`config.mk`:
```
export PLATFORM = sky130hd
export DESIGN_NAME = red_pitaya_sort_pulse_flat
export DESIGN_NICKNAME = d
export VERILOG_FILES = /design/src/rtl/red_pitaya_sort_pulse_if.sv /design/src/rtl/red_pitaya_sort_pulse.sv /design/src/flat_wrapper.sv
export SDC_FILE = /design/constraint.sdc
export NUM_CORES = 1
export LEC_CHECK = 0
export BUFFER_PORTS_ARGS = -buffer_cell sky130_fd_sc_hd__buf_2
export CAP_MARGIN = 40
export CORE_UTILIZATION = 38
export CTS_CLUSTER_DIAMETER = 40
export DETAILED_ROUTE_END_ITERATION = 12
export PLACE_DENSITY = 0.63
export SLEW_MARGIN = 25
export SYNTH_ARGS = -nofsm -noshare
export SYNTH_HDL_FRONTEND = slang
export SYNTH_SLANG_ARGS = --single-unit
```
`constraint.sdc`:
```
create_clock -name adc_clk_i -period 2.3 [get_ports adc_clk_i]
set_input_delay 0.345 -clock adc_clk_i [delete_from_list [all_inputs] [get_ports adc_clk_i]]
set_output_delay 0.345 -clock adc_clk_i [all_outputs]
set_load 0.01 [all_outputs]
```
`src/rtl/red_pitaya_sort_pulse_if.sv`:
```
// System bus between the register master and the sort pulse responder.
// One request per cycle on sys_wen/sys_ren; the responder never stalls and
// returns sys_ack (with sys_rdata for reads) exactly one cycle later.
interface red_pitaya_sort_pulse_if;
   logic [31:0] sys_addr;
   logic [31:0] sys_wdata;
   logic [3:0]  sys_sel;
   logic        sys_wen;
   logic        sys_ren;
   logic [31:0] sys_rdata;
   logic        sys_err;
   logic        sys_ack;

   modport master (
      output sys_addr, sys_wdata, sys_sel, sys_wen, sys_ren,
      input  sys_rdata, sys_err, sys_ack
   );

   modport slave (
      input  sys_addr, sys_wdata, sys_sel, sys_wen, sys_ren,
      output sys_rdata, sys_err, sys_ack
   );
endinterface

```
`src/rtl/red_pitaya_sort_pulse.sv`:
```
// FADS sort pulse generator: turns accepted sort_trig events into one delayed,
// fixed-width, fixed-amplitude DAC pulse followed by a dead time.
module red_pitaya_sort_pulse #(
   parameter int DWT = 14,
   parameter int CW  = 32
) (
   input  logic                  adc_clk_i,
   input  logic                  adc_rstn_i,
   input  logic                  sort_trig_i,
   output logic signed [DWT-1:0] dac_o,
   output logic                  pulse_active_o,
   red_pitaya_sort_pulse_if.slave sys
);

   typedef enum logic [1:0] {
      IDLE  = 2'd0,
      DELAY = 2'd1,
      PULSE = 2'd2,
      DEAD  = 2'd3
   } state_t;

   localparam logic [CW-1:0]  ONE       = CW'(1);
   localparam logic [CW-1:0]  CNT_MAX   = {CW{1'b1}};
   localparam logic [CW-1:0]  WIDTH_RST = CW'(1250);
   localparam logic [DWT-1:0] AMP_RST   = {1'b0, {(DWT-1){1'b1}}};

   state_t         state_q, state_d;
   logic [CW-1:0]  cnt_q, cnt_d;
   logic [CW-1:0]  delay_q, delay_d, width_q, width_d, dead_q, dead_d;
   logic [CW-1:0]  width_s_q, width_s_d, dead_s_q, dead_s_d;
   logic [CW-1:0]  evt_cnt_q, evt_cnt_d, drop_cnt_q, drop_cnt_d;
   logic [DWT-1:0] amp_q, amp_d, amp_s_q, amp_s_d;
   logic [DWT-1:0] dac_q, dac_d;
   logic           en_q, en_d, trig_q, trig_d, active_q, active_d;
   logic           ack_q, ack_d;
   logic [31:0]    rdata_q, rdata_d;

   logic [19:0]    addr;
   logic           wr_ctrl, sw_trig, clr_cnt, en_eff, trig_edge, evt;
   logic           evt_inc, drop_inc;
   logic           unused_bus;

   assign unused_bus = ^{sys.sys_sel, sys.sys_addr[31:20], sys.sys_wdata};

   // A ctrl write acts at the edge that samples it, so enable/sw_trig/clr
   // all take effect together with that write.
   always_comb begin
      addr      = sys.sys_addr[19:0];
      wr_ctrl   = sys.sys_wen && (addr == 20'h00);
      sw_trig   = wr_ctrl && sys.sys_wdata[1];
      clr_cnt   = wr_ctrl && sys.sys_wdata[2];
      en_eff    = wr_ctrl ? sys.sys_wdata[0] : en_q;
      trig_d    = sort_trig_i;
      trig_edge = sort_trig_i & ~trig_q;
      evt       = en_eff & (trig_edge | sw_trig);

      en_d    = en_eff;
      delay_d = (sys.sys_wen && addr == 20'h04) ? CW'(sys.sys_wdata)  : delay_q;
      width_d = (sys.sys_wen && addr == 20'h08) ? CW'(sys.sys_wdata)  : width_q;
      dead_d  = (sys.sys_wen && addr == 20'h0C) ? CW'(sys.sys_wdata)  : dead_q;
      amp_d   = (sys.sys_wen && addr == 20'h10) ? DWT'(sys.sys_wdata) : amp_q;
   end

   always_comb begin
      state_d   = state_q;
      cnt_d     = cnt_q;
      width_s_d = width_s_q;
      dead_s_d  = dead_s_q;
      amp_s_d   = amp_s_q;
      evt_inc   = 1'b0;
      drop_inc  = 1'b0;
      if (!en_eff) begin
         state_d = IDLE;
         cnt_d   = '0;
      end else begin
         case (state_q)
            IDLE: begin
               if (evt) begin
                  evt_inc   = 1'b1;
                  width_s_d = width_q;
                  dead_s_d  = dead_q;
                  amp_s_d   = amp_q;
                  if (delay_q != '0) begin
                     state_d = DELAY;
                     cnt_d   = delay_q;
                  end else if (width_q != '0) begin
                     state_d = PULSE;
                     cnt_d   = width_q;
                  end else if (dead_q != '0) begin
                     state_d = DEAD;
                     cnt_d   = dead_q;
                  end
               end
            end
            DELAY: begin
               drop_inc = evt;
               if (cnt_q != ONE) begin
                  cnt_d = cnt_q - ONE;
               end else if (width_s_q != '0) begin
                  state_d = PULSE;
                  cnt_d   = width_s_q;
               end else if (dead_s_q != '0) begin
                  state_d = DEAD;
                  cnt_d   = dead_s_q;
               end else begin
                  state_d = IDLE;
               end
            end
            PULSE: begin
               drop_inc = evt;
               if (cnt_q != ONE) begin
                  cnt_d = cnt_q - ONE;
               end else if (dead_s_q != '0) begin
                  state_d = DEAD;
                  cnt_d   = dead_s_q;
               end else begin
                  state_d = IDLE;
               end
            end
            DEAD: begin
               drop_inc = evt;
               if (cnt_q != ONE) cnt_d = cnt_q - ONE;
               else              state_d = IDLE;
            end
            default: state_d = IDLE;
         endcase
      end

      // Counters saturate; a clear in the same cycle wins over an increment.
      evt_cnt_d  = evt_cnt_q;
      drop_cnt_d = drop_cnt_q;
      if (clr_cnt) begin
         evt_cnt_d  = '0;
         drop_cnt_d = '0;
      end else begin
         if (evt_inc && evt_cnt_q != CNT_MAX)   evt_cnt_d  = evt_cnt_q + ONE;
         if (drop_inc && drop_cnt_q != CNT_MAX) drop_cnt_d = drop_cnt_q + ONE;
      end

      active_d = (state_d == PULSE);
      dac_d    = active_d ? amp_s_d : '0;
   end

   always_comb begin
      ack_d   = sys.sys_wen | sys.sys_ren;
      rdata_d = '0;
      if (sys.sys_ren) begin
         case (addr)
            20'h00:  rdata_d = {31'd0, en_q};
            20'h04:  rdata_d = 32'(delay_q);
            20'h08:  rdata_d = 32'(width_q);
            20'h0C:  rdata_d = 32'(dead_q);
            20'h10:  rdata_d = 32'(amp_q);
            20'h14:  rdata_d = 32'(evt_cnt_q);
            20'h18:  rdata_d = 32'(drop_cnt_q);
            20'h1C:  rdata_d = {30'd0, state_q};
            default: rdata_d = '0;
         endcase
      end
   end

   always_ff @(posedge adc_clk_i or negedge adc_rstn_i) begin
      if (!adc_rstn_i) begin
         state_q    <= IDLE;
         cnt_q      <= '0;
         delay_q    <= '0;
         width_q    <= WIDTH_RST;
         dead_q     <= '0;
         amp_q      <= AMP_RST;
         width_s_q  <= '0;
         dead_s_q   <= '0;
         amp_s_q    <= '0;
         evt_cnt_q  <= '0;
         drop_cnt_q <= '0;
         dac_q      <= '0;
         en_q       <= 1'b0;
         trig_q     <= 1'b0;
         active_q   <= 1'b0;
         ack_q      <= 1'b0;
         rdata_q    <= '0;
      end else begin
         state_q    <= state_d;
         cnt_q      <= cnt_d;
         delay_q    <= delay_d;
         width_q    <= width_d;
         dead_q     <= dead_d;
         amp_q      <= amp_d;
         width_s_q  <= width_s_d;
         dead_s_q   <= dead_s_d;
         amp_s_q    <= amp_s_d;
         evt_cnt_q  <= evt_cnt_d;
         drop_cnt_q <= drop_cnt_d;
         dac_q      <= dac_d;
         en_q       <= en_d;
         trig_q     <= trig_d;
         active_q   <= active_d;
         ack_q      <= ack_d;
         rdata_q    <= rdata_d;
      end
   end

   assign dac_o          = dac_q;
   assign pulse_active_o = active_q;
   assign sys.sys_rdata  = rdata_q;
   assign sys.sys_ack    = ack_q;
   assign sys.sys_err    = 1'b0;

endmodule

```
`src/flat_wrapper.sv`:
```
// flat-port wrapper written by rule: the top's interface ports become plain ports
module red_pitaya_sort_pulse_flat 
#(
   parameter int DWT = 14,
   parameter int CW  = 32
)
  (adc_clk_i, adc_rstn_i, sort_trig_i, dac_o, pulse_active_o, sys_sys_addr, sys_sys_wdata, sys_sys_sel, sys_sys_wen, sys_sys_ren, sys_sys_rdata, sys_sys_err, sys_sys_ack);
  red_pitaya_sort_pulse_if sys_i ();
  input  logic adc_clk_i;
  input  logic adc_rstn_i;
  input  logic sort_trig_i;
  output logic signed [DWT-1:0] dac_o;
  output logic pulse_active_o;
  input wire logic [$bits(sys_i.sys_addr)-1:0] sys_sys_addr;
  input wire logic [$bits(sys_i.sys_wdata)-1:0] sys_sys_wdata;
  input wire logic [$bits(sys_i.sys_sel)-1:0] sys_sys_sel;
  input wire logic [$bits(sys_i.sys_wen)-1:0] sys_sys_wen;
  input wire logic [$bits(sys_i.sys_ren)-1:0] sys_sys_ren;
  output wire logic [$bits(sys_i.sys_rdata)-1:0] sys_sys_rdata;
  output wire logic [$bits(sys_i.sys_err)-1:0] sys_sys_err;
  output wire logic [$bits(sys_i.sys_ack)-1:0] sys_sys_ack;
  assign sys_i.sys_addr = sys_sys_addr;
  assign sys_i.sys_wdata = sys_sys_wdata;
  assign sys_i.sys_sel = sys_sys_sel;
  assign sys_i.sys_wen = sys_sys_wen;
  assign sys_i.sys_ren = sys_sys_ren;
  assign sys_sys_rdata = sys_i.sys_rdata;
  assign sys_sys_err = sys_i.sys_err;
  assign sys_sys_ack = sys_i.sys_ack;
  red_pitaya_sort_pulse #(.DWT(DWT), .CW(CW)) u_core (.adc_clk_i(adc_clk_i), .adc_rstn_i(adc_rstn_i), .sort_trig_i(sort_trig_i), .dac_o(dac_o), .pulse_active_o(pulse_active_o), .sys(sys_i));
endmodule
```
==> metrics <==
clk buf depth 3; antenna violations before repair 2; dpl hpwl 41360 um; Synth area leader dfrtp_1; RSZ-0062 raised after global routing yes; final WL 57510 um; crit path max-delay cell type or4_4; fin nets 2037; total clock sinks 336; share of the synthesized area in the top cell type 47.66%; FF+latch count, synth 336; failing checks negative setup slack; Port Buffers 104; hold_sp sys_sys_wen; xor/xnor cell area share of the yosys netlist 2.151%; critical path's most frequent cell buf_12; crit path launch type register; status finished, violations left; Post-synth top cells dfrtp_1 (318), mux2_2 (181), a21oi_1 (103); sequential fraction of the synthesis area 50.49%; Max Clock Freq 383.7 MHz; Final Setup Violations 78; area of the core 43170 um^2; worst-path fanout max 7; Core Util, Final 54.41%; max incr delay on CP 0.56 ns; H-tree depth 2; max-slew violation count 0; setup slack after layout -0.3061 ns; max cap viols 0; fin cells 2578; DRC 0; CP Class register to register; largest net degree at the start of global routing 96; register share of total power 46.3%; fin crit share 113.3%; DIE HEIGHT 211.6 um; Horiz. Die Dim 211.6 um; Synth Area in Compound Gates 17.40%; Rows 76; clock-pin slew on the worst setup and hold paths 0.06 ns; number of fill cells 3630; count of cell types in the netlist 74; dpl cell area 20810 um^2; Worst Path Buf+Inv 3; P_sw 0.002924 W; fin crit period 2.606 ns; share of layout cells above drive strength 1 47.06%; Mapped Cells 1497; Synth Flop Type dfrtp_1; Leakage Power 11.48 nW; r2r startpoint u_core.cnt_q[9]$_DFFE_PN0P_; die area 44780 um^2; Ys Warns 0; vias after detailed routing 15090; Routability Congestion 0.9570; Synth Area in Simple Gates 13.89%; Final Hold Viols 0; post-synthesis adder-cell area fraction 0.2998%; Hold WC Path Type input port to register; io pins 122; Clock Skew 0.01775 ns; CTS Buf Count 43; crit path from u_core.cnt_q[9]$_DFFE_PN0P_; VDD IR max 0.0005508 V; combinational power share 2.1%; crit path capture type register; GRT Total Usage 25.31%; vias in the first global route 14830; TNS Setup -14.19 ns; EDFF count, synth 0; Required @ worst endpoint 2.78 ns; design area 23490 um^2; antenna-violating nets left 0; initial detailed-routing violation count 1595; asr flop ratio synth 100.0%; arrival time at the worst endpoint 3.08 ns; clock root buffer clkbuf_16; largest family of logic cells by synthesized area compound AO/OA/AOI/OAI gates; worst path cell trace nor4_4 -> nand2_2 -> buf_4 -> or4_4 -> a211o_1 -> o311ai_4 -> nand4_4 -> buf_12 -> buf_12 -> nor2b_4; global-route wire length before repair 86970 um; DR WL/cell 22.31 um; Relative slew margins 62.51%; Avg Cell Area, Syn 11.15 um^2; Vias/cell 5.852; Initial Util 38.67%; synthesized area 16700 um^2; Worst-Skew Late Latency 0.55 ns; syn_nets 1574; worst-margin pin slew 0.5610 ns; Synth area leaders dfrtp_1 (48%), mux2_2 (12%), a21oi_1 (3.1%); global route overflow 0; mux cell area share after synthesis 12.45%; CTS tree built; clock group share of total power 51.6%; ANT cells 0; placed insts 2462; hold_ws 0.03612 ns; Power Dens Cells 544.2 nW/um^2; 1st-pass router iterations 6; CP top delay family simple AND/OR/NAND/NOR gates; Area Overhead vs Synth 40.69%; Switching Share 22.87%; top-count cell post-synth dfrtp_1; Int Pwr 0.009860 W
[placed cells by master (no fill, tap or decap), drive strengths merged, types with 26 or more instances in the layout]
| cell | count |
|---|---|
| a21o | 32 |
| a21oi | 103 |
| a22oi | 57 |
| a32o | 26 |
| buf | 510 |
| clkbuf | 59 |
| dfrtp | 318 |
| inv | 35 |
| mux2 | 181 |
| nand2 | 59 |
| nand3 | 37 |
| nand4 | 30 |
| nor2 | 58 |
| nor4 | 62 |
| o21ai | 74 |
| or3 | 43 |
| xor2 | 28 |
[final timing paths]
path | to | slack [ns] | cells past startpoint
worst max-delay path | u_core.dac_o[11]$_DFF_PN0_ | -0.31 | 10
worst max register to register | u_core.dac_o[11]$_DFF_PN0_ | -0.31 | 10
max in group asynchronous | u_core.width_q[27]$_DFFE_PN0P_ | 1.26 | 3
min in group asynchronous | u_core.dead_q[3]$_DFFE_PN0P_ | 0.25 | 2
worst min register to register | u_core.amp_s_q[2]$_DFF_PN0_ | 0.49 | 1
worst min-delay path | u_core.sys.sys_ack$_DFF_PN0_ | 0.04 | 2
[worst register-to-register path, cell delays in order (launching register included)]
cell and delay (ns):
dfrtp_1 0.41, nor4_4 0.35, nand2_2 0.09, buf_4 0.15
or4_4 0.56, a211o_1 0.30, o311ai_4 0.12, nand4_4 0.14
buf_12 0.17, buf_12 0.16, nor2b_4 0.10
[power by group through the flow]
stage	clock [W]	combinational, W	sequential [W]
after floorplan	0	0.0000226	0.00602
after global placement	0	0.000265	0.00602
after detailed placement	0	0.000268	0.00602
after CTS	0.00667	0.000274	0.00592
after global routing	0.00694	0.000300	0.00591
final	0.00660	0.000269	0.00592
[logic make-up (layout without fill, tap and decap cells)]
kind of cell,count (synthesis),after routing
xor+xnor,41,41
compound gates,419,419
fa+ha+maj,4,4
mux,185,185
other cells,1,1
flops,336,336
buf+inv,123,619
simple gates,388,388
[registers in the layout (all words and copies together) (netlist names), 2 cells and up]
signal / flops
u_core.amp_q: 14
u_core.amp_s_q: 14
u_core.cnt_q: 32
u_core.dac_o: 14
u_core.dead_q: 32
u_core.dead_s_q: 32
u_core.delay_q: 32
u_core.drop_cnt_q: 32
u_core.evt_cnt_q: 32
u_core.state_q: 2
u_core.sys.sys_rdata: 32
u_core.width_q: 32
u_core.width_s_q: 32
[metal layers]
metal | part of all wire, % | GRT usage, % | wire, um
met3 | 6.2 | 3.872 | 3544
met5 | 0.017 | 0 | 10
met4 | 4.0 | 10.77 | 2309
met1 | 42 | 33.90 | 24120
met2 | 48 | 40.77 | 27530
[stage by stage]
| stage | worst slack [ns] | total power, W |
|---|---|---|
| final | -0.3061 | 0.01278 |
| after floorplan | -0.1511 | 0.006047 |
| after global routing | -0.3771 | 0.01315 |
| after detailed placement | -0.3493 | 0.006290 |
| after CTS | -0.2437 | 0.01286 |
| after global placement | -0.3233 | 0.006286 |
[final cells by class]
cell class / count / area, um^2 / area share [%]
clock buffers: 56 / 1197 / 5.098
repair buffers: 516 / 4295 / 18.29
inverters: 25 / 93.84 / 0.3995
flip-flops and latches: 336 / 8431 / 35.89
clock inverters: 22 / 212.7 / 0.9056
multi-input cells: 1038 / 8527 / 36.30
well taps: 585 / 732.0 / 3.116
[repair_timing]
item | CTS | global route
endpoints found under the setup margin | 96 | 96
pin swaps | 62 | 66
endpoints found under the hold margin | 56 | 0
gates cloned | 7 | 4
gates resized for setup | 97 | 94
setup buffers | 18 | 12
hold buffers | 3 | 0
Note: power is estimated with default switching activity, not from simulation.
